--- src/rtl/sd4_pkg.sv ---
// Shared definitions for the sd4_mac job controller: field widths, default MAC
// pipeline latency and the sequencer state encoding.
package sd4_pkg;

    localparam int SD4_W_BITS  = 4;
    localparam int PIX_BITS    = 8;
    localparam int TAPS        = 9;
    localparam int FP16_BITS   = 16;
    localparam int MAC_LAT_DEF = 4;

    localparam int WIN_BITS = PIX_BITS * TAPS;
    localparam int KER_BITS = SD4_W_BITS * TAPS;

    typedef enum logic [2:0] {
        S_IDLE   = 3'd0,
        S_LOAD_W = 3'd1,
        S_RUN    = 3'd2,
        S_DRAIN  = 3'd3,
        S_DONE   = 3'd4
    } seq_state_t;

endpackage

--- src/rtl/sd4_res_fifo.sv ---
// Synchronous result FIFO holding {last, data} entries; exposes its fill count
// so the sequencer can meter window issue against free space.
module sd4_res_fifo #(
    parameter int DEPTH = 4,
    parameter int WIDTH = 17
) (
    input  logic                     clk,
    input  logic                     rst,
    input  logic                     i_push,
    input  logic [WIDTH-1:0]         i_data,
    input  logic                     i_pop,
    output logic [WIDTH-1:0]         o_head,
    output logic [$clog2(DEPTH):0]   o_count,
    output logic                     o_empty
);
    localparam int PTR_W = $clog2(DEPTH);
    localparam int CNT_W = PTR_W + 1;

    logic [WIDTH-1:0] r_mem [DEPTH];
    logic [PTR_W-1:0] r_wr_ptr;
    logic [PTR_W-1:0] r_rd_ptr;
    logic [CNT_W-1:0] r_count;
    logic             w_pop_ok;

    // The writer is credit-limited upstream, so a push never meets a full FIFO.
    assign w_pop_ok = i_pop && (r_count != '0);
    assign o_head   = r_mem[r_rd_ptr];
    assign o_count  = r_count;
    assign o_empty  = (r_count == '0);

    always_ff @(posedge clk) begin
        if (rst) begin
            r_wr_ptr <= '0;
            r_rd_ptr <= '0;
            r_count  <= '0;
            for (int i = 0; i < DEPTH; i++) begin
                r_mem[i] <= '0;
            end
        end else begin
            if (i_push) begin
                r_mem[r_wr_ptr] <= i_data;
                r_wr_ptr        <= r_wr_ptr + PTR_W'(1);
            end
            if (w_pop_ok) begin
                r_rd_ptr <= r_rd_ptr + PTR_W'(1);
            end
            case ({i_push, w_pop_ok})
                2'b10:   r_count <= r_count + CNT_W'(1);
                2'b01:   r_count <= r_count - CNT_W'(1);
                default: r_count <= r_count;
            endcase
        end
    end

endmodule

--- src/rtl/sd4_mac_sequencer.sv ---
// Job controller for one sd4_mac: latches the kernel, streams windows into the
// MAC, tracks in-flight results with a valid pipe and queues them for output.
import sd4_pkg::*;

module sd4_mac_sequencer #(
    parameter int MAC_LAT    = MAC_LAT_DEF,
    parameter int FIFO_DEPTH = 4,
    parameter int CNT_W      = 16
) (
    input  logic                         clk,
    input  logic                         rst,
    input  logic                         start,
    input  logic [CNT_W-1:0]             cfg_num_win,
    input  logic [4:0]                   cfg_exp_bias,
    output logic                         busy,
    output logic                         done,
    input  logic                         w_valid,
    input  logic [KER_BITS-1:0]          w_data,
    output logic                         w_ready,
    input  logic                         win_valid,
    input  logic [WIN_BITS-1:0]          win_data,
    output logic                         win_ready,
    output logic [WIN_BITS-1:0]          mac_image,
    output logic [KER_BITS-1:0]          mac_weight,
    output logic [4:0]                   mac_exp_bias,
    input  logic [FP16_BITS-1:0]         mac_out,
    output logic                         res_valid,
    output logic [FP16_BITS-1:0]         res_data,
    output logic                         res_last,
    input  logic                         res_ready,
    output logic [2:0]                   dbg_state,
    output logic [$clog2(FIFO_DEPTH):0]  dbg_fifo_count
);
    localparam int FC_W  = $clog2(FIFO_DEPTH) + 1;
    localparam int OCC_W = $clog2(MAC_LAT + FIFO_DEPTH + 1);

    // Handshakes: a word moves on a rising edge where valid & ready are both high;
    // valid never waits on ready, and res_data is held stable while res_valid waits.
    seq_state_t          r_state;
    logic [CNT_W-1:0]    r_num_win;
    logic [CNT_W-1:0]    r_issued;
    logic [CNT_W-1:0]    r_retired;
    logic [MAC_LAT-1:0]  r_pipe;
    logic [WIN_BITS-1:0] r_mac_image;
    logic [KER_BITS-1:0] r_mac_weight;
    logic [4:0]          r_exp_bias;

    logic [FC_W-1:0]     w_fifo_count;
    logic                w_fifo_empty;
    logic [FP16_BITS:0]  w_head;
    logic [OCC_W-1:0]    w_inflight;
    logic [OCC_W-1:0]    w_occupancy;
    logic                w_win_ready;
    logic                w_win_accept;
    logic                w_push;
    logic                w_push_last;
    logic                w_pop;
    logic                w_drain_done;

    always_comb begin
        w_inflight = '0;
        for (int i = 0; i < MAC_LAT; i++) begin
            w_inflight = w_inflight + OCC_W'(r_pipe[i]);
        end
    end

    // Issue only when every in-flight result already has a FIFO slot reserved.
    assign w_occupancy  = w_inflight + OCC_W'(w_fifo_count);
    assign w_win_ready  = (r_state == S_RUN) && (r_issued < r_num_win) &&
                          (w_occupancy < OCC_W'(FIFO_DEPTH));
    assign w_win_accept = win_valid && w_win_ready;
    assign w_push       = r_pipe[MAC_LAT-1];
    assign w_push_last  = ((r_retired + CNT_W'(1)) == r_num_win);
    assign w_pop        = !w_fifo_empty && res_ready;
    // Leave DRAIN on the edge that pops the final result so done follows at once.
    assign w_drain_done = (r_retired == r_num_win) &&
                          ((w_fifo_count == '0) || ((w_fifo_count == FC_W'(1)) && w_pop));

    always_ff @(posedge clk) begin
        if (rst) begin
            r_state      <= S_IDLE;
            r_num_win    <= '0;
            r_issued     <= '0;
            r_retired    <= '0;
            r_pipe       <= '0;
            r_mac_image  <= '0;
            r_mac_weight <= '0;
            r_exp_bias   <= '0;
        end else begin
            r_mac_image <= w_win_accept ? win_data : '0;
            r_pipe      <= {r_pipe[MAC_LAT-2:0], w_win_accept};
            if (w_win_accept) begin
                r_issued <= r_issued + CNT_W'(1);
            end
            if (w_push) begin
                r_retired <= r_retired + CNT_W'(1);
            end
            case (r_state)
                S_IDLE: begin
                    if (start) begin
                        r_num_win  <= cfg_num_win;
                        r_exp_bias <= cfg_exp_bias;
                        r_issued   <= '0;
                        r_retired  <= '0;
                        r_state    <= (cfg_num_win == '0) ? S_DONE : S_LOAD_W;
                    end
                end
                S_LOAD_W: begin
                    if (w_valid) begin
                        r_mac_weight <= w_data;
                        r_state      <= S_RUN;
                    end
                end
                S_RUN: begin
                    if (r_issued == r_num_win) begin
                        r_state <= S_DRAIN;
                    end
                end
                S_DRAIN: begin
                    if (w_drain_done) begin
                        r_state <= S_DONE;
                    end
                end
                S_DONE:  r_state <= S_IDLE;
                default: r_state <= S_IDLE;
            endcase
        end
    end

    sd4_res_fifo #(
        .DEPTH (FIFO_DEPTH),
        .WIDTH (FP16_BITS + 1)
    ) u_res_fifo (
        .clk     (clk),
        .rst     (rst),
        .i_push  (w_push),
        .i_data  ({w_push_last, mac_out}),
        .i_pop   (w_pop),
        .o_head  (w_head),
        .o_count (w_fifo_count),
        .o_empty (w_fifo_empty)
    );

    assign busy           = (r_state != S_IDLE);
    assign done           = (r_state == S_DONE);
    assign w_ready        = (r_state == S_LOAD_W);
    assign win_ready      = w_win_ready;
    assign mac_image      = r_mac_image;
    assign mac_weight     = r_mac_weight;
    assign mac_exp_bias   = r_exp_bias;
    assign res_valid      = !w_fifo_empty;
    assign res_data       = w_head[FP16_BITS-1:0];
    assign res_last       = w_head[FP16_BITS];
    assign dbg_state      = r_state;
    assign dbg_fifo_count = w_fifo_count;

endmodule

--- config.mk ---
export PLATFORM = sky130hd
export DESIGN_NAME = sd4_mac_sequencer
export DESIGN_NICKNAME = d
export VERILOG_FILES = /design/src/rtl/sd4_pkg.sv /design/src/rtl/sd4_res_fifo.sv /design/src/rtl/sd4_mac_sequencer.sv
export SDC_FILE = /design/constraint.sdc
export NUM_CORES = 1
export LEC_CHECK = 0
export CAP_MARGIN = 20
export CORE_MARGIN = 1
export CORE_UTILIZATION = 50
export CTS_CLUSTER_DIAMETER = 80
export DETAILED_ROUTE_END_ITERATION = 8
export GPL_TIMING_DRIVEN = 1
export HOLD_SLACK_MARGIN = 0.02
export PLACE_DENSITY_LB_ADDON = 0.2
export SLEW_MARGIN = 20
export SYNTH_ARGS = -nofsm -noshare
export SYNTH_HDL_FRONTEND = slang
export SYNTH_HIERARCHICAL = 1
export SYNTH_SLANG_ARGS = --single-unit
--- constraint.sdc ---
create_clock -name clk -period 4.3 [get_ports clk]
set_input_delay 0.86 -clock clk [delete_from_list [all_inputs] [get_ports clk]]
set_output_delay 0.86 -clock clk [all_outputs]
set_load 0.05 [all_outputs]
==> results.toml <==
[floorplanning]
ios = 292
core_mm2 = 0.0196
fp-row-count = 51
dieHeight_um = 144
die_w_um = 144
start_util_pct = 51.2
die-area_mm2 = 0.0206

[worst_setup_path]
cp_num_buf_inv = 1
max_stage_delay_ns = 0.81
crit_arrival_ns = 3.24
cp.depth = 7
cpMaxStageDelayCell = "clkdlybuf4s50_1"
path_delay_family = "buffers and inverters"
r2r_cells = 9
crit_chain = "fa_1 -> ha_1 -> nor4b_2 -> o2111a_1 -> and2_1 -> and3_1 -> clkdlybuf4s50_1"
worst_ep_required_time_ns = 3.44
crit_type = "register to output port"
cp_max_fo = 7
crit_path_end_kind = "output port"
start_kind = "register"

[cts]
clock-sinks = 245
cts_buffers = 26
cts_tree = "yes"
clk_pin_slew_worst_paths_ns = 0.06
h-tree-depth = 1
cts_root_buffer = "clkbuf_16"
clk_path_buf_depth = 3
cts_hold_buf = 0
cts_setup_buffers = 0
clk_latency_ns = 0.53
cts-resized-gates = 0

[power]
p_int_mw = 4.01
p_leak_nw = 5.22
powerDensity_mw_per_mm2 = 377
vdd_drop_max_mv = 0.301
finalPower_mw = 5.29
seqPwrFrac_pct = 46.7
clkPwrFrac_pct = 42.1
p_comb_share_pct = 11.2
switchingPower_mw = 1.27
p_sw_share_pct = 24.1

[synthesis]
synth_top_area_share_pct = 35.3
ys_top_cells_by_count = "dfxtp_1 (177), and2_1 (143), nand2_1 (143), a21oi_1 (86), edfxtp_1 (68)"
yosys.area.top_type = "dfxtp_1"
netlist-cell-type-count = 56
syn_inst = 965
synthTopCellsByArea = "dfxtp_1 (35%), edfxtp_1 (20%), and2_1 (8.9%), nand2_1 (5.3%), a21oi_1 (4.3%)"
synth_area_mm2 = 0.0100
synth_area_per_cell_um2 = 10.4
mappedNetlistNets = 1139
ys_ff_latch = 245
synth_edf_count = 68
synthArstFlopShare_pct = 0
seq_area_frac_synth_pct = 55.6
synth_top_flop_cell = "dfxtp_1"
yosysMostFrequentCell = "dfxtp_1"
ys_warn_count = 6

[worst_hold_path]
holdPathStages = 2
hp-class = "register to register"

[placed_design]
gp_congestion = 0.879
port_buffers = 291
hpwl_mm = 19.0

[finish]
synthToLayoutAreaGrowth_pct = 39.6
regArea_mm2 = 0.00559
nNetsFinal = 1422
drive_gt1_share_pct = 6.79
fillCellCount = 1510
multi_input_area_mm2 = 0.00414
diodes = 0

[global_route]
grt_usage_pct = 25.2
grt-ovfl-total = 0
grt_pass1_wl_mm = 39.8
grt_pass1_vias = 7687
grt_max_degree = 74
antenna_found_initial = 1

[sta]
fmax_ghz = 0.244
timing.hold.ws_ns = 0.452
hold_violations = 0
worst_pin_slew_ns = 1.05
maxSlewViolCount = 0
tns_ns = 0
fin_skew_ns = 0.0105
period_share_pct = 95.4
period_minus_slack_ns = 4.10
rsz0062_at_grt = "no"
setup_viol = 0
slew_headroom_pct = 29.6

[run_status]
status = "completed"

[routing]
drc_errors = 0
drtIter0Drc = 331
num_vias = 7945
routed_wl_mm = 26.6
routedWlPerCell_um = 17.4
drtAntennaViolNets = 0
dr.pass1.iters = 4
vias_per_cell = 5.19

[job]
max-cap-violations = 0
-- worst register-to-register path, delay by kind of cell, from the launching register on --
family,cells,cell delay [ns]
and+or+nand+nor,5,1.14
adders and majority gates,2,0.66
AOI/OAI and AO/OA,1,0.22
DFF,1,0.39
buffers and inverters,1,0.46
-- cells in the final DEF, fill, tap and decap left out, types with 4 or more instances in the layout --
| cell type | count |
|---|---|
| xor2_1 | 28 |
| clkbuf_16 | 27 |
| clkdlybuf4s50_1 | 290 |
| mux4_2 | 17 |
| nor2_1 | 35 |
| nand2_1 | 143 |
| nor4_1 | 8 |
| dfxtp_1 | 177 |
| nand3_1 | 15 |
| a21o_1 | 4 |
| nand4_1 | 17 |
| nor3_1 | 9 |
| buf_4 | 12 |
| xnor2_1 | 18 |
| edfxtp_1 | 68 |
| and3_1 | 8 |
| nor2b_1 | 7 |
| inv_1 | 27 |
| ha_1 | 21 |
| a21oi_1 | 86 |
| or3_1 | 17 |
| clkinv_2 | 7 |
| and2_1 | 143 |
| o21ai_0 | 19 |
-- path summary, 6_finish.rpt --
kind / startpoint / endpoint / slack [ns]
worst max-delay path: u_res_fifo/o_count[0]$_SDFFE_PP0P_ / win_ready / 0.20
worst min-delay path: mac_weight[3]$_SDFFE_PP0P_ / mac_weight[3]$_SDFFE_PP0P_ / 0.45
worst max register to register: u_res_fifo/o_count[0]$_SDFFE_PP0P_ / mac_image[63]$_SDFF_PP0_ / 1.36
worst min register to register: mac_weight[3]$_SDFFE_PP0P_ / mac_weight[3]$_SDFFE_PP0P_ / 0.45
-- area by class of cell --
type	count	area share [%]
repair buffers	303	21.4
inverters	27	0.723
well taps	265	2.37
multi-input cells	645	29.5
clock inverters	13	0.955
flip-flops and latches	245	39.8
clock buffers	33	5.19
-- registers in the layout, indices dropped and copies added (netlist names), 4 cells and up, named ones only --
register          flops
r_retired            16
mac_exp_bias          5
mac_weight           36
r_issued             16
r_pipe                4
r_num_win            16
mac_image            72
u_res_fifo/r_mem     68
-- per-stage QoR --
stage / utilization [%] / worst slack [ns] / std cells / instance area [µm²]
after floorplan: - / 1.12 / 965 / 10000
after global placement: 67.2 / 0.786 / 1485 / 13200
after detailed placement: 67.2 / 0.762 / 1485 / 13200
after CTS: 71.6 / 0.181 / 1531 / 14000
after global routing: 71.6 / 0.0538 / 1531 / 14000
final: 71.6 / 0.197 / 1531 / 14000
-- power groups by stage --
stage | logic [mW] | registers [mW] | clock network [mW]
finish | 0.594 | 2.47 | 2.22
global placement | 0.591 | 2.52 | 0
CTS | 0.598 | 2.47 | 2.27
global route | 0.633 | 2.48 | 2.36
floorplan | 0.211 | 2.61 | 0
detailed placement | 0.594 | 2.52 | 0
-- kinds of logic (layout without fill, tap and decap cells) --
family                   count (synthesis)  after routing  synth area share (%)
AND/OR/NAND/NOR                        430            430                  23.1
flip-flops                             245            245                  55.6
AO/OA/AOI/OAI                          127            127                  7.03
buffers and inverters                   75            376                  3.19
XOR/XNOR                                46             46                  4.01
adder cells (fa/ha/maj)                 23             23                  3.02
multiplexers                            19             19                  4.01
-- layer usage --
metal	share of wire, %	wire, µm	GRT usage [%]
met1	40	10600	29.9
met2	50	13200	43.4
met3	8.5	2270	8.60
met4	1.9	506	7.00
met5	0.049	13	0
No activity file was read; power rests on OpenSTA's default activity.
